## config.mk

```make
export PLATFORM = sky130hd
export DESIGN_NAME = spi_master
export DESIGN_NICKNAME = d
export VERILOG_FILES = /design/src/rtl/spi_master_pkg.sv /design/src/rtl/spi_master_clk_div.sv /design/src/rtl/spi_master.sv
export SDC_FILE = /design/constraint.sdc
export NUM_CORES = 1
export LEC_CHECK = 0
export CAP_MARGIN = 20
export CORE_UTILIZATION = 56
export CTS_CLUSTER_DIAMETER = 40
export DETAILED_ROUTE_END_ITERATION = 10
export DONT_BUFFER_PORTS = 1
export GPL_TIMING_DRIVEN = 0
export PLACE_DENSITY = 0.74
export SLEW_MARGIN = 20
export SYNTH_ARGS = -nofsm -noshare
export SYNTH_HDL_FRONTEND = slang
export SYNTH_SLANG_ARGS = --single-unit
```

## constraint.sdc

```tcl
create_clock -name clk -period 2 [get_ports clk]
set_input_delay 0.4 -clock clk [delete_from_list [all_inputs] [get_ports clk]]
set_output_delay 0.4 -clock clk [all_outputs]
set_load 0.03 [all_outputs]
```

## src/rtl/spi_master_pkg.sv

```systemverilog
// Shared SPI definitions: FSM states, mode encodings and transfer geometry.
// The slave imports the same mode constants so both ends agree on {CPOL,CPHA}.
package spi_master_pkg;

   typedef enum logic [1:0] {
      IDLE  = 2'd0,
      SETUP = 2'd1,
      XFER  = 2'd2,
      HOLD  = 2'd3
   } spi_state_e;

   localparam logic [1:0] MODE0 = 2'd0;
   localparam logic [1:0] MODE1 = 2'd1;
   localparam logic [1:0] MODE2 = 2'd2;
   localparam logic [1:0] MODE3 = 2'd3;

   localparam int SPI_BITS  = 8;
   localparam int SPI_EDGES = 16;

endpackage

```

## src/rtl/spi_master_clk_div.sv

```systemverilog
// Enable-gated half-period counter; tick pulses on the last clk cycle of each
// SCLK half-period and the count restarts from zero whenever en is low.
module spi_master_clk_div #(
   parameter int CLK_DIV = 4
) (
   input  logic clk,
   input  logic rst_n,
   input  logic en,
   output logic tick
);

   localparam logic [7:0] TERM = 8'(CLK_DIV - 1);

   logic [7:0] cnt_q;
   logic [7:0] cnt_d;

   always_comb begin
      cnt_d = cnt_q + 8'd1;
      if (!en || (cnt_q == TERM)) begin
         cnt_d = 8'd0;
      end
   end

   always_ff @(posedge clk or negedge rst_n) begin
      if (!rst_n) begin
         cnt_q <= 8'd0;
      end else begin
         cnt_q <= cnt_d;
      end
   end

   assign tick = en && (cnt_q == TERM);

endmodule

```

## src/rtl/spi_master.sv

```systemverilog
// Single-clock SPI master: one 8-bit full-duplex transfer per accepted start.
// SCLK is a registered data output toggled on divider ticks, never a clock.
module spi_master
   import spi_master_pkg::*;
#(
   parameter logic [1:0] mode    = 2'd3,
   parameter int         CLK_DIV = 4
) (
   input  logic                clk,
   input  logic                rst_n,
   input  logic                start,
   input  logic [SPI_BITS-1:0] data_in,
   input  logic                MISO,
   output logic                MOSI,
   output logic                SCLK,
   output logic                CS,
   output logic                busy,
   output logic                done,
   output logic [SPI_BITS-1:0] rx
);

   localparam logic       CPOL      = mode[1];
   localparam logic       CPHA      = mode[0];
   localparam logic [4:0] EDGE_LAST = 5'(SPI_EDGES);

   spi_state_e          state_q;
   logic                sclk_q;
   logic                cs_q;
   logic                mosi_q;
   logic                busy_q;
   logic                done_q;
   logic [SPI_BITS-1:0] rx_q;
   logic [SPI_BITS-1:0] tx_sh_q;
   logic [SPI_BITS-1:0] rx_sh_q;
   logic [4:0]          edge_q;
   logic [4:0]          edge_d;

   logic tick;
   logic lead_edge;
   logic sample_edge;
   logic shift_edge;

   spi_master_clk_div #(
      .CLK_DIV (CLK_DIV)
   ) u_clk_div (
      .clk   (clk),
      .rst_n (rst_n),
      .en    (state_q != IDLE),
      .tick  (tick)
   );

   // edge_d is the number of the SCLK edge issued on this tick; odd = leading.
   assign edge_d      = edge_q + 5'd1;
   assign lead_edge   = edge_d[0];
   assign sample_edge = CPHA ? ~lead_edge : lead_edge;
   assign shift_edge  = CPHA ? lead_edge : (~lead_edge && (edge_d != EDGE_LAST));

   always_ff @(posedge clk or negedge rst_n) begin
      if (!rst_n) begin
         state_q <= IDLE;
         sclk_q  <= CPOL;
         cs_q    <= 1'b1;
         mosi_q  <= 1'b0;
         busy_q  <= 1'b0;
         done_q  <= 1'b0;
         rx_q    <= '0;
         tx_sh_q <= '0;
         rx_sh_q <= '0;
         edge_q  <= 5'd0;
      end else begin
         done_q <= 1'b0;
         case (state_q)
            IDLE: begin
               if (start) begin
                  state_q <= SETUP;
                  cs_q    <= 1'b0;
                  busy_q  <= 1'b1;
                  rx_sh_q <= '0;
                  edge_q  <= 5'd0;
                  // CPHA=0 must present the MSB before the first edge, so it is
                  // consumed here and the shifter holds the remaining bits.
                  if (CPHA) begin
                     tx_sh_q <= data_in;
                     mosi_q  <= 1'b0;
                  end else begin
                     tx_sh_q <= {data_in[SPI_BITS-2:0], 1'b0};
                     mosi_q  <= data_in[SPI_BITS-1];
                  end
               end
            end
            SETUP: begin
               if (tick) begin
                  state_q <= XFER;
               end
            end
            XFER: begin
               if (tick) begin
                  sclk_q <= ~sclk_q;
                  edge_q <= edge_d;
                  if (sample_edge) begin
                     rx_sh_q <= {rx_sh_q[SPI_BITS-2:0], MISO};
                  end
                  if (shift_edge) begin
                     mosi_q  <= tx_sh_q[SPI_BITS-1];
                     tx_sh_q <= {tx_sh_q[SPI_BITS-2:0], 1'b0};
                  end
                  if (edge_d == EDGE_LAST) begin
                     sclk_q  <= CPOL;
                     edge_q  <= 5'd0;
                     state_q <= HOLD;
                  end
               end
            end
            HOLD: begin
               if (tick) begin
                  state_q <= IDLE;
                  cs_q    <= 1'b1;
                  busy_q  <= 1'b0;
                  rx_q    <= rx_sh_q;
                  done_q  <= 1'b1;
               end
            end
            default: state_q <= IDLE;
         endcase
      end
   end

   assign MOSI = mosi_q;
   assign SCLK = sclk_q;
   assign CS   = cs_q;
   assign busy = busy_q;
   assign done = done_q;
   assign rx   = rx_q;

endmodule

```

==> flow_summary.toml <==
[final_layout]
n_antenna_cell = 0
mostFrequentLayoutCell = "dfrtp_1"
mostFrequentLayoutCells = "42 x dfrtp_1, 26 x nor2_1, 24 x nand2_1"
fin_nets = 231
final_util_pct = 69.9
nFillCells = 245
postLayoutCellArea_sq_um = 2390
syn_to_final_growth_pct = 16.3
instances_no_fill = 259
seqCellArea_sq_um = 1100
drive_above_1_share_pct = 26.8
multiInputGateArea_sq_um = 956

[global_routing]
gr-total-overflow = 0
grt_usage_pct = 22.1
grt_max_degree = 45
antenna_found_initial = 0
grt_pass1_vias = 1527
grt_pass1_wl_um = 6800

[power]
p_sw_mw = 1.20
p_int_mw = 1.95
p_leak_nw = 1.10
p_total_mw = 3.15
sequentialPowerShare_pct = 46.9
ir_drop_uv = 809
cellPowerDensity_nw_per_um2 = 1320
power_frac_clock_pct = 18.1
power_frac_comb_pct = 35.0
p_sw_share_pct = 38.2

[min_path]
hold_path.class = "primary input to flop"

[detailed_routing]
wl_per_cell_um = 15.4
finalWirelength_um = 3980
drc = 0
drt_iter0_markers = 54
vias_per_cell = 5.74
drtPass1Iterations = 4
via_count = 1486
ant_nets = 0

[worst_setup_path]
critPathMaxFanout = 9
arrival_ps = 2260
end_kind = "flop"
slowest_stage = "or4_4"
cp_cell_sequence = "or4_4, or4b_4, buf_8, o22ai_1, nor2_1"
path_delay_family = "simple AND/OR/NAND/NOR gates"
crit_path_max_incr_delay_ps = 600
crit_required_ps = 2260
critPathLaunchType = "flop"
crit_type = "flop to flop"
cp_num_buf_inv = 1

[timing]
rsz0062_at_grt = "yes"
slew_viol_final = 0
hold_viol = 0
fin_crit_ps = 2000
fin_ws_ps = -1.04
period_share_pct = 100
timing.fmax_mhz = 500
clock_skew_ps = 11.2
worstMarginPinSlew_ps = 506
setup_viol = 1
hold_slack_ps = 159
setup_tns_ps = -1.04
slew_headroom_pct = 66.0

[clocking]
cts_root_buf = "clkbuf_4"
clockBufferDepth = 2
cts.clk_slew.worst_paths_ps = 130
numClockSinks = 44
cts_max_level = 2
numCtsBuffers = 5
clk_latency_ps = 360
cts_tree = "done"

[status]
status = "finished with violations"
violations = "negative setup slack"

[place]
dpl.hpwl_um = 2590
dpl_cell_area_sq_um = 2110
dpl_worst_slack_ps = -325
gp_congestion = 0.782
dp.cells = 240
port_buffers = 0

[logic_synthesis]
synth-seq-area-share_pct = 53.8
netlist.area_leader.share_pct = 51.2
netlist_area_sq_um = 2050
synthAdderAreaFrac_pct = 4.27
synth_xor_area_share_pct = 2.99
post-synth-top-area-cell = "dfrtp_1"
avgSynthCellArea_sq_um = 10.6
ys_warn_count = 0
async_flop_share_pct = 100
synth_top_family_by_area = "simple AND/OR/NAND/NOR gates"
syn_inst = 194
yosys.area_share.simple_pct = 19.0
synth-main-ff-cell = "dfrtp_1"
synth_compound_area_share_pct = 9.02
synthMuxAreaShare_pct = 7.99
synth_edf_count = 0
synth_cell_types = 42
ys_ff_latch = 44
syn_nets = 213
synth.area.top_cells = "dfrtp_1 51%, mux2_2 6.0%, nor2_1 4.9%, nand2_1 4.6%, ha_1 4.3%"

[floorplanning]
ios = 25
coreArea_sq_um = 3420
die-area_sq_um = 3910
die_w_um = 62.5
dieHeight_um = 62.5
row_count = 21
start_util_pct = 60.1

[run]
cap_violations = 0
cell type report:
type,count,area share (%)
flip-flops and latches,44,46.2
plain buffers,7,2.41
repair buffers,12,4.56
clock buffers,5,1.57
well taps,46,2.41
inverters,5,0.786
multi-input cells,137,40.0
clock inverters,3,1.99
what timing repair did:
action | 4_1_cts | 5_1_grt
setup endpoints to repair | 30 | 22
hold buffers | 2 | 0
pin swaps | 2 | 1
resized for setup | 7 | 21
endpoints found under the hold margin | 44 | 0
buffers inserted | 9 | 1
power by group through the flow:
stage               clock [mW]  sequential [mW]  combinational [mW]
finish                   0.569             1.48                1.10
floorplan                    0             1.43               0.696
global route             0.611             1.51                1.23
CTS                      0.583             1.45                1.00
global placement             0             1.47               0.790
detailed placement           0             1.48               0.838
flip-flops by register name, indices dropped and copies added (netlist names):
name	flops
rx_sh_q	8
tx_sh_q	8
rx	8
MOSI	1
SCLK	1
busy	1
edge_q	5
CS	1
u_clk_div.cnt_q	8
state_q	2
done	1
metal layers:
metal	wire, um	GRT usage [%]	up-vias
met3	161	3.83	7
met5	0	0	-
li1	-	-	711
met1	1690	27.9	733
met4	56	9.88	0
met2	2070	37.0	35
kinds of logic (layout without fill, tap and decap cells):
logic type	count (synthesis)	count (layout)
AO/OA/AOI/OAI	30	30
XOR/XNOR	7	7
adder cells (fa/ha/maj)	7	7
buffers and inverters	13	32
flip-flops	44	44
multiplexers	15	15
AND/OR/NAND/NOR	78	78
cells in the mapped netlist, types with 3 or more instances:
master,number
a21oi_1,4
and3_1,3
buf_2,4
clkbuf_1,3
dfrtp_1,42
ha_1,7
inv_1,5
mux2_2,11
mux2i_1,4
nand2_1,25
nand3_1,5
nor2_1,27
o21ai_0,9
o22ai_1,8
xnor2_1,4
xor2_1,3
worst paths after layout:
check	start	endpoint	slack [ps]	depth (start not counted)
max	u_clk_div.cnt_q[4]$_DFF_PN0_	tx_sh_q[4]$_DFFE_PN0P_	-1	5
min	MISO	rx_sh_q[0]$_DFFE_PN0P_	160	2
max reg2reg	u_clk_div.cnt_q[4]$_DFF_PN0_	tx_sh_q[4]$_DFFE_PN0P_	-1	5
min reg2reg	rx_sh_q[7]$_DFFE_PN0P_	rx[7]$_DFFE_PN0P_	520	1
max in group asynchronous	rst_n	SCLK$_DFFE_PN1P_	1250	2
min in group asynchronous	rst_n	edge_q[4]$_DFFE_PN0P_	480	2
(Power assumes the default switching activity.)
